$ cat config.mk
export PLATFORM = sky130hd
export DESIGN_NAME = half_life_seq
export DESIGN_NICKNAME = d
export VERILOG_FILES = /design/src/rtl/half_life_pkg.sv /design/src/rtl/half_life_seq.sv
export SDC_FILE = /design/constraint.sdc
export NUM_CORES = 1
export LEC_CHECK = 0
export CORE_MARGIN = 3
export CORE_UTILIZATION = 47
export CTS_CLUSTER_DIAMETER = 60
export DETAILED_ROUTE_END_ITERATION = 8
export GPL_ROUTABILITY_DRIVEN = 0
export GPL_TIMING_DRIVEN = 0
export HOLD_SLACK_MARGIN = 0.08
export PLACE_DENSITY = 0.92
export SYNTH_ARGS = -nofsm -noshare
export SYNTH_HDL_FRONTEND = slang
export SYNTH_SLANG_ARGS = --single-unit
$ cat constraint.sdc
create_clock -name clk -period 3.3 [get_ports clk]
set_clock_uncertainty 0.2 [all_clocks]
set_input_delay 0.66 -clock clk [delete_from_list [all_inputs] [get_ports clk]]
set_output_delay 0.66 -clock clk [all_outputs]
set_load 0.005 [all_outputs]
$ cat src/rtl/half_life_pkg.sv
// Shared types and default widths for the half-life sequencer.
package half_life_pkg;

    typedef enum logic [1:0] {
        IDLE,
        LOAD,
        RUN,
        DONE
    } state_e;

    localparam int N_DEF  = 4;
    localparam int QW_DEF = 8;
    localparam int HW_DEF = 4;

endpackage

$ cat src/rtl/half_life_seq.sv
// Drives an external up/down/load counter to time half-life periods and halves
// a quantity register each time a period expires.
module half_life_seq
    import half_life_pkg::*;
#(
    parameter int N  = N_DEF,
    parameter int QW = QW_DEF,
    parameter int HW = HW_DEF
) (
    input  logic          clk,
    input  logic          rst,
    input  logic          start,
    input  logic          clr,
    input  logic          pause,
    input  logic          tick,
    input  logic [N-1:0]  period,
    input  logic [QW-1:0] init_qty,
    input  logic [N-1:0]  cnt_out,
    output logic          cnt_rst,
    output logic          cnt_up,
    output logic          cnt_down,
    output logic          cnt_load,
    output logic [N-1:0]  cnt_in,
    output logic [QW-1:0] quantity,
    output logic [HW-1:0] halflives,
    output logic          busy,
    output logic          done
);

    state_e        state_q, state_d;
    logic [QW-1:0] quantity_q, quantity_d;
    logic [HW-1:0] halflives_q, halflives_d;
    logic [N-1:0]  per_q, per_d;
    logic [QW-1:0] qty_half;

    assign qty_half = quantity_q >> 1;

    always_ff @(posedge clk or negedge rst) begin
        if (!rst) begin
            state_q     <= IDLE;
            quantity_q  <= '0;
            halflives_q <= '0;
            per_q       <= '0;
        end else begin
            state_q     <= state_d;
            quantity_q  <= quantity_d;
            halflives_q <= halflives_d;
            per_q       <= per_d;
        end
    end

    // The counter reload value is per_q-1 so that a reload at zero gives
    // exactly per_q ticks per half-life with no dead cycle.
    always_comb begin
        state_d     = state_q;
        quantity_d  = quantity_q;
        halflives_d = halflives_q;
        per_d       = per_q;
        cnt_down    = 1'b0;
        cnt_load    = 1'b0;
        cnt_in      = '0;

        if (clr) begin
            state_d = IDLE;
        end else begin
            case (state_q)
                IDLE, DONE: begin
                    if (start && (period != '0)) begin
                        quantity_d  = init_qty;
                        halflives_d = '0;
                        per_d       = period;
                        state_d     = (init_qty == '0) ? DONE : LOAD;
                    end
                end
                LOAD: begin
                    cnt_load = 1'b1;
                    cnt_in   = per_q - N'(1);
                    state_d  = RUN;
                end
                RUN: begin
                    if (!pause && tick) begin
                        if (cnt_out != '0) begin
                            cnt_down = 1'b1;
                        end else begin
                            cnt_load    = 1'b1;
                            cnt_in      = per_q - N'(1);
                            quantity_d  = qty_half;
                            halflives_d = (halflives_q == '1) ? halflives_q
                                                              : halflives_q + HW'(1);
                            if (qty_half == '0) begin
                                state_d = DONE;
                            end
                        end
                    end
                end
                default: state_d = IDLE;
            endcase
        end
    end

    assign cnt_rst   = ~rst | clr;
    assign cnt_up    = 1'b0;
    assign quantity  = quantity_q;
    assign halflives = halflives_q;
    assign busy      = (state_q == LOAD) || (state_q == RUN);
    assign done      = (state_q == DONE);

endmodule

==> results of run 1 <==
==> stage by stage <==
step,worst slack (ps),total power [mW],instances
6_report,90.1,1.20,194
5_1_grt,37.7,1.28,194
4_1_cts,2.13,1.19,193
3_5_place_dp,-147,1.06,188
3_3_place_gp,-112,1.04,188
2_1_floorplan,882,0.785,118
==> cells by family after synthesis <==
logic type / after synthesis / share of synthesized area [%]
and+or+nand+nor: 33 / 19.2
muxes: 9 / 7.89
adders and majority gates: 5 / 5.33
other: 1 / 0.320
buffers and inverters: 16 / 6.61
AOI/OAI and AO/OA: 34 / 20.8
xor gates and xnor gates: 2 / 1.49
DFF: 18 / 38.4
==> cells in the mapped netlist (2+ instances only) <==
cell / count / area share (%)
a21oi_1: 10 / 4.3
buf_2: 2 / 0.85
ha_1: 5 / 5.3
dfrtp_1: 18 / 38
mux2_2: 2 / 1.9
nand3_1: 5 / 2.1
inv_1: 9 / 2.9
mux2i_1: 7 / 6.0
nor2_1: 5 / 1.6
buf_4: 2 / 1.3
a31oi_1: 3 / 1.6
and3_1: 2 / 1.1
xnor2_1: 2 / 1.5
a21oi_2: 9 / 6.7
o21ai_0: 3 / 1.3
a311oi_1: 2 / 1.5
nor3_1: 4 / 1.7
nor4_4: 3 / 5.4
nor4_1: 3 / 1.6
nand2_1: 5 / 1.6
==> layer usage <==
metal / share of wire [%] / GRT usage, %
met1: 42 / 24.1
met2: 50 / 32.7
met5: 0 / 0
met4: 1.3 / 6.78
met3: 7.0 / 5.34
==> worst reg2reg max path: cells and delay by family, from the launching register on <==
family,cells,cell delay (ps)
buffers and inverters,2,140
DFF,1,410
muxes,1,380
adders and majority gates,1,340
and+or+nand+nor,1,390
==> area by class of cell <==
cell class / instances / area [sq um] / area share [%]
plain buffers: 6 / 40.0 / 2.36
clock buffers: 4 / 36.3 / 2.14
inverters: 10 / 37.5 / 2.22
multi-input cells: 84 / 653 / 38.6
flip-flops and latches: 18 / 450 / 26.6
well taps: 28 / 35.0 / 2.07
repair buffers: 44 / 442 / 26.1
==> layout by cell type, fill, tap and decap left out, types with 3 or more instances in the layout <==
| cell type | netlist | final |
|---|---|---|
| a21oi_2 | 9 | 9 |
| buf_4 | 2 | 4 |
| nor3_1 | 4 | 4 |
| o21ai_0 | 3 | 3 |
| inv_1 | 9 | 9 |
| clkbuf_4 | 0 | 3 |
| nor2_1 | 5 | 5 |
| nor4_1 | 3 | 3 |
| dlygate4sd2_1 | 0 | 5 |
| dlymetal6s2s_1 | 0 | 5 |
| nand2_1 | 5 | 5 |
| nor4_4 | 3 | 3 |
| dfrtp_1 | 18 | 18 |
| a21oi_1 | 10 | 10 |
| nand3_1 | 5 | 5 |
| a31oi_1 | 3 | 3 |
| ha_1 | 5 | 5 |
| mux2i_1 | 7 | 7 |
| clkdlybuf4s50_1 | 0 | 32 |
==> how the worst max path moves through the flow <==
stage           endpoint  slack [ps]
2_1_floorplan  cnt_in[2]         880
3_3_place_gp   cnt_in[3]        -110
3_5_place_dp   cnt_in[2]        -150
4_1_cts         cnt_load           2
5_1_grt         cnt_load          40
6_report        cnt_load          90
==> power breakdown <==
group | total [mW] | leakage [nW] | switching, mW | internal [mW]
clock | 0.140 | 0.0210 | 0.0728 | 0.0672
combinational | 0.664 | 0.504 | 0.318 | 0.346
sequential | 0.395 | 0.218 | 0.0868 | 0.309
total | 1.20 | 0.743 | 0.478 | 0.722
==> sequential cells by signal, indices dropped and copies added (netlist names) <==
| signal | count |
|---|---|
| halflives | 4 |
| per_q | 4 |
| quantity | 8 |
| state_q | 2 |
==> timing repair <==
action                     in CTS  in global routing
gates cloned                    0                  0
setup endpoints to repair       5                  2
hold endpoints to repair        0                  0
setup buffers                   1                  1
gates resized for setup         6                  6
pin swaps                       1                  3
==> reports/metrics.yaml, run 1 <==
class_of_the_most_critical_setup_path: "in -> out"
worstSetupStartpointType: "input pin"
critical_path.reg2reg.endpoint: "per_q[3]"
finalWorstPathRequiredPeriod_ps: 3210
grt_start_max_net_pins: 20
core-area_sq_um: 2300
postSynthRegisterBits: 18
antenna_left: 0
start_point_of_the_critical_path: "pause"
syn_avg_cell_area_sq_um: 9.95
setup_total_negative_slack_ps: 0
period_share_pct: 97.3
worst_slew_margin_rel_pct: 43.3
grt_pass1_wl_um: 4930
clk_pin_slew_worst_paths_ps: 110
design.portCount: 44
grt_remaining_overflow: 0
dp.final_hpwl_um: 2260
clock_tree_from_tritoncts: "done"
synth.lib_cells_used.distinct: 37
cap_violations: 0
ys_warn_count: 0
fmax_achieved_mhz: 312
required_ps: 2440
synthArstFlopShare_pct: 100
synth_cells: 118
postSynthNetCount: 145
detailed_place.area_sq_um: 1630
routed_wire_length_per_instance_um: 15.1
routed_via_density: 5.75
first_global_vias: 1103
leakage_nw: 0.743
grt.total_usage_pct: 19.6
cp_slowest_stage_delay_ps: 490
tritoncts_buffer_count: 3
critical_path.reg2reg.startpoint: "state_q[0]"
crit_arrival_ps: 2350
detail_route.wirelength_um: 2930
p_per_area_nw_per_um2: 708
num-fill-cells: 183
synth_flop_cell: "dfrtp_1"
timing.critical_path.to_type: "primary output"
hold_path.class: "in -> async"
timing_max_transition_violations_final: 0
drcViolationCount: 0
portBuffers: 42
drt_first_iter_violations: 42
cts_max_path_buffers: 2
drt_pre_antenna_iters: 4
worstSetupPathDepth: 6
synth-edff-count: 0
hold_viol_final: 0
finish.utilization_pct: 73.7
synth_seq_area_share_pct: 38.4
cts_hold_buf: 0
initial_core_util_pct: 51.1
count_of_buffering_cells_on_the_critical_path_with_inverters_included: 3
num-nets-final: 194
die_area_sq_um: 3130
finalSetupViolCount: 0
antenna-diode-count: 0
antenna_violations_before_repair: 0
die_h_um: 56.0
worst_r2r_path_depth: 5
area_delta_synth_final_pct: 44.3
setup_repair_after_global_routing_missed_its_margin: "no"
crit_slowest_cell: "clkdlybuf4s50_1"
fin_area_sq_um: 1690
final_layout_size_suffix_gt1_share_pct: 19.9
fin_hold_ws_ps: 244
critPathTopFamily: "buffers and inverters"
vias: 1116
max_slew.worst_pin.slew_ps: 849
htree_num_levels: 1
timing.critical_path.cells: "clkdlybuf4s50_1 > nor2b_4 > a31oi_1 > or3_4 > inv_1 > clkdlybuf4s50_1"
cts.sinks: 18
minimum_setup_slack_among_reg_to_reg_paths_ps: 1340
run_status: "complete, no violations"
most_frequent_cell_on_the_critical_path: "clkdlybuf4s50_1"
cts-root-buf: "clkbuf_4"
synth.cell_area_sq_um: 1170
num_rows: 17
insertion_delay_of_the_later_clocked_pin_in_the_worst_skew_pair_ps: 300
die_width_um: 56.0
ir_drop_v: 0.000512
cp_max_fo: 4
Note: power is estimated with default switching activity, not from simulation.
==> inputs of run 2 (changes only) <==
--- a/config.mk
+++ b/config.mk
@@ -6,13 +6,13 @@
 export NUM_CORES = 1
 export LEC_CHECK = 0
 export CORE_MARGIN = 3
-export CORE_UTILIZATION = 47
+export CORE_UTILIZATION = 38
 export CTS_CLUSTER_DIAMETER = 60
 export DETAILED_ROUTE_END_ITERATION = 8
 export GPL_ROUTABILITY_DRIVEN = 0
 export GPL_TIMING_DRIVEN = 0
 export HOLD_SLACK_MARGIN = 0.08
-export PLACE_DENSITY = 0.92
+export PLACE_DENSITY = 0.78
 export SYNTH_ARGS = -nofsm -noshare
 export SYNTH_HDL_FRONTEND = slang
 export SYNTH_SLANG_ARGS = --single-unit
==> reports/metrics.yaml, run 2 (synthesis gave the netlist of run 1 again) <==
worst_r2r_path_depth: 6
cp_max_fo: 3
insertion_delay_of_the_later_clocked_pin_in_the_worst_skew_pair_ps: 290
critical_path.reg2reg.startpoint: "state_q[0]"
core-area_sq_um: 2850
clock_tree_from_tritoncts: "done"
required_ps: 2440
design.portCount: 44
class_of_the_most_critical_setup_path: "in -> out"
antenna_left: 0
crit_slowest_cell: "clkdlybuf4s50_1"
timing_max_transition_violations_final: 0
die_width_um: 61.6
max_slew.worst_pin.slew_ps: 856
run_status: "complete, no violations"
worst_slew_margin_rel_pct: 42.8
finalWorstPathRequiredPeriod_ps: 3220
antenna-diode-count: 0
fin_area_sq_um: 1670
minimum_setup_slack_among_reg_to_reg_paths_ps: 1280
detailed_place.area_sq_um: 1630
cap_violations: 0
detail_route.wirelength_um: 2950
drt_first_iter_violations: 24
period_share_pct: 97.5
grt_pass1_wl_um: 4910
leakage_nw: 0.697
cts.sinks: 18
hold_viol_final: 0
timing.critical_path.to_type: "primary output"
portBuffers: 42
drt_pre_antenna_iters: 4
grt.total_usage_pct: 17.2
crit_arrival_ps: 2360
report.power.total_mw: 1.17
final_layout_size_suffix_gt1_share_pct: 19.4
p_per_area_nw_per_um2: 699
die_h_um: 61.6
num-fill-cells: 277
clk_pin_slew_worst_paths_ps: 100
antenna_violations_before_repair: 0
drcViolationCount: 0
cts-root-buf: "clkbuf_4"
grt_remaining_overflow: 0
ir_drop_v: 0.000349
area_delta_synth_final_pct: 42.5
vias: 1089
htree_num_levels: 1
cts_max_path_buffers: 2
worstSetupStartpointType: "input pin"
timing.critical_path.cells: "clkdlybuf4s50_1 > nor4_4 > a31oi_1 > or3_4 > nor2_1 > clkdlybuf4s50_1"
most_frequent_cell_on_the_critical_path: "clkdlybuf4s50_1"
hold_path.class: "in -> async"
setup_repair_after_global_routing_missed_its_margin: "yes"
most_used_cells_in_the_layout_excluding_fill_and_tap_cells: "clkdlybuf4s50_1 (35), dfrtp_1 (18), a21oi_1 (10)"
num_rows: 19
cts_hold_buf: 0
fmax_achieved_mhz: 311
mostFrequentLayoutCell: "clkdlybuf4s50_1"
die_area_sq_um: 3790
critical_path.reg2reg.endpoint: "halflives[2]"
cp_slowest_stage_delay_ps: 500
routed_wire_length_per_instance_um: 15.0
routed_via_density: 5.56
num-nets-final: 194
flip_flop_count_of_the_largest_register_after_layout: 8
initial_core_util_pct: 41.1
dp.final_hpwl_um: 2300
finalSetupViolCount: 0
tritoncts_buffer_count: 3
first_global_vias: 1150
grt_start_max_net_pins: 20
## run 2: area by class of cell
class	count	area, sq um	share of cell area [%]
repair buffers	44	430	25.7
well taps	31	38.8	2.32
inverters	10	37.5	2.24
flip-flops and latches	18	450	26.9
plain buffers	6	40.0	2.39
clock buffers	3	22.5	1.35
multi-input cells	84	653	39.0
## run 2: how the worst max path moves through the flow
stage / cells past startpoint / startpoint / end
floorplan: 4 / cnt_out[1] / cnt_in[2]
global placement: 6 / cnt_out[1] / cnt_in[3]
detailed placement: 6 / cnt_out[1] / cnt_in[2]
CTS: 6 / tick / cnt_in[3]
global route: 6 / cnt_out[1] / cnt_in[3]
finish: 6 / cnt_out[1] / cnt_in[3]
## run 2: report_power, final
part	switching (mW)	total, mW	internal (mW)
sequential	0.0850	0.394	0.309
combinational	0.320	0.667	0.347
clock	0.0673	0.110	0.0425
## run 2: layer usage
layer / wire length (um) / up-vias / GRT usage [%]
li1: - / 518 / -
met1: 1290 / 518 / 22.1
met2: 1430 / 49 / 29.7
met3: 199 / 4 / 2.73
met4: 29 / 0 / 4.55
met5: 0 / - / 0
## run 2: worst max-delay path, delay by kind of cell
kind,cells,cell delay (ps)
and+or+nand+nor,3,630
AOI/OAI and AO/OA,1,110
buffers and inverters,2,940
## run 2: timing repair
| item | 4_1_cts | 5_1_grt |
|---|---|---|
| setup endpoints to repair | 5 | 3 |
| resized for setup | 6 | 3 |
| pin swaps | 1 | 0 |
| endpoints found under the hold margin | 0 | 0 |
| buffers inserted | 2 | 0 |
## run 2: metrics by stage
| stage | instances | util (%) | hold WS [ps] | worst slack (ps) | TNS (ps) |
|---|---|---|---|---|---|
| global route | 196 | 58.6 | 341 | -14.0 | -14.0 |
| CTS | 196 | 58.3 | 351 | 17.8 | 0 |
| floorplan | 118 | - | 164 | 882 | 0 |
| detailed placement | 191 | 57.2 | 327 | -144 | -605 |
| finish | 196 | 58.6 | 256 | 81.5 | 0 |
| global placement | 191 | 57.2 | 303 | -124 | -539 |
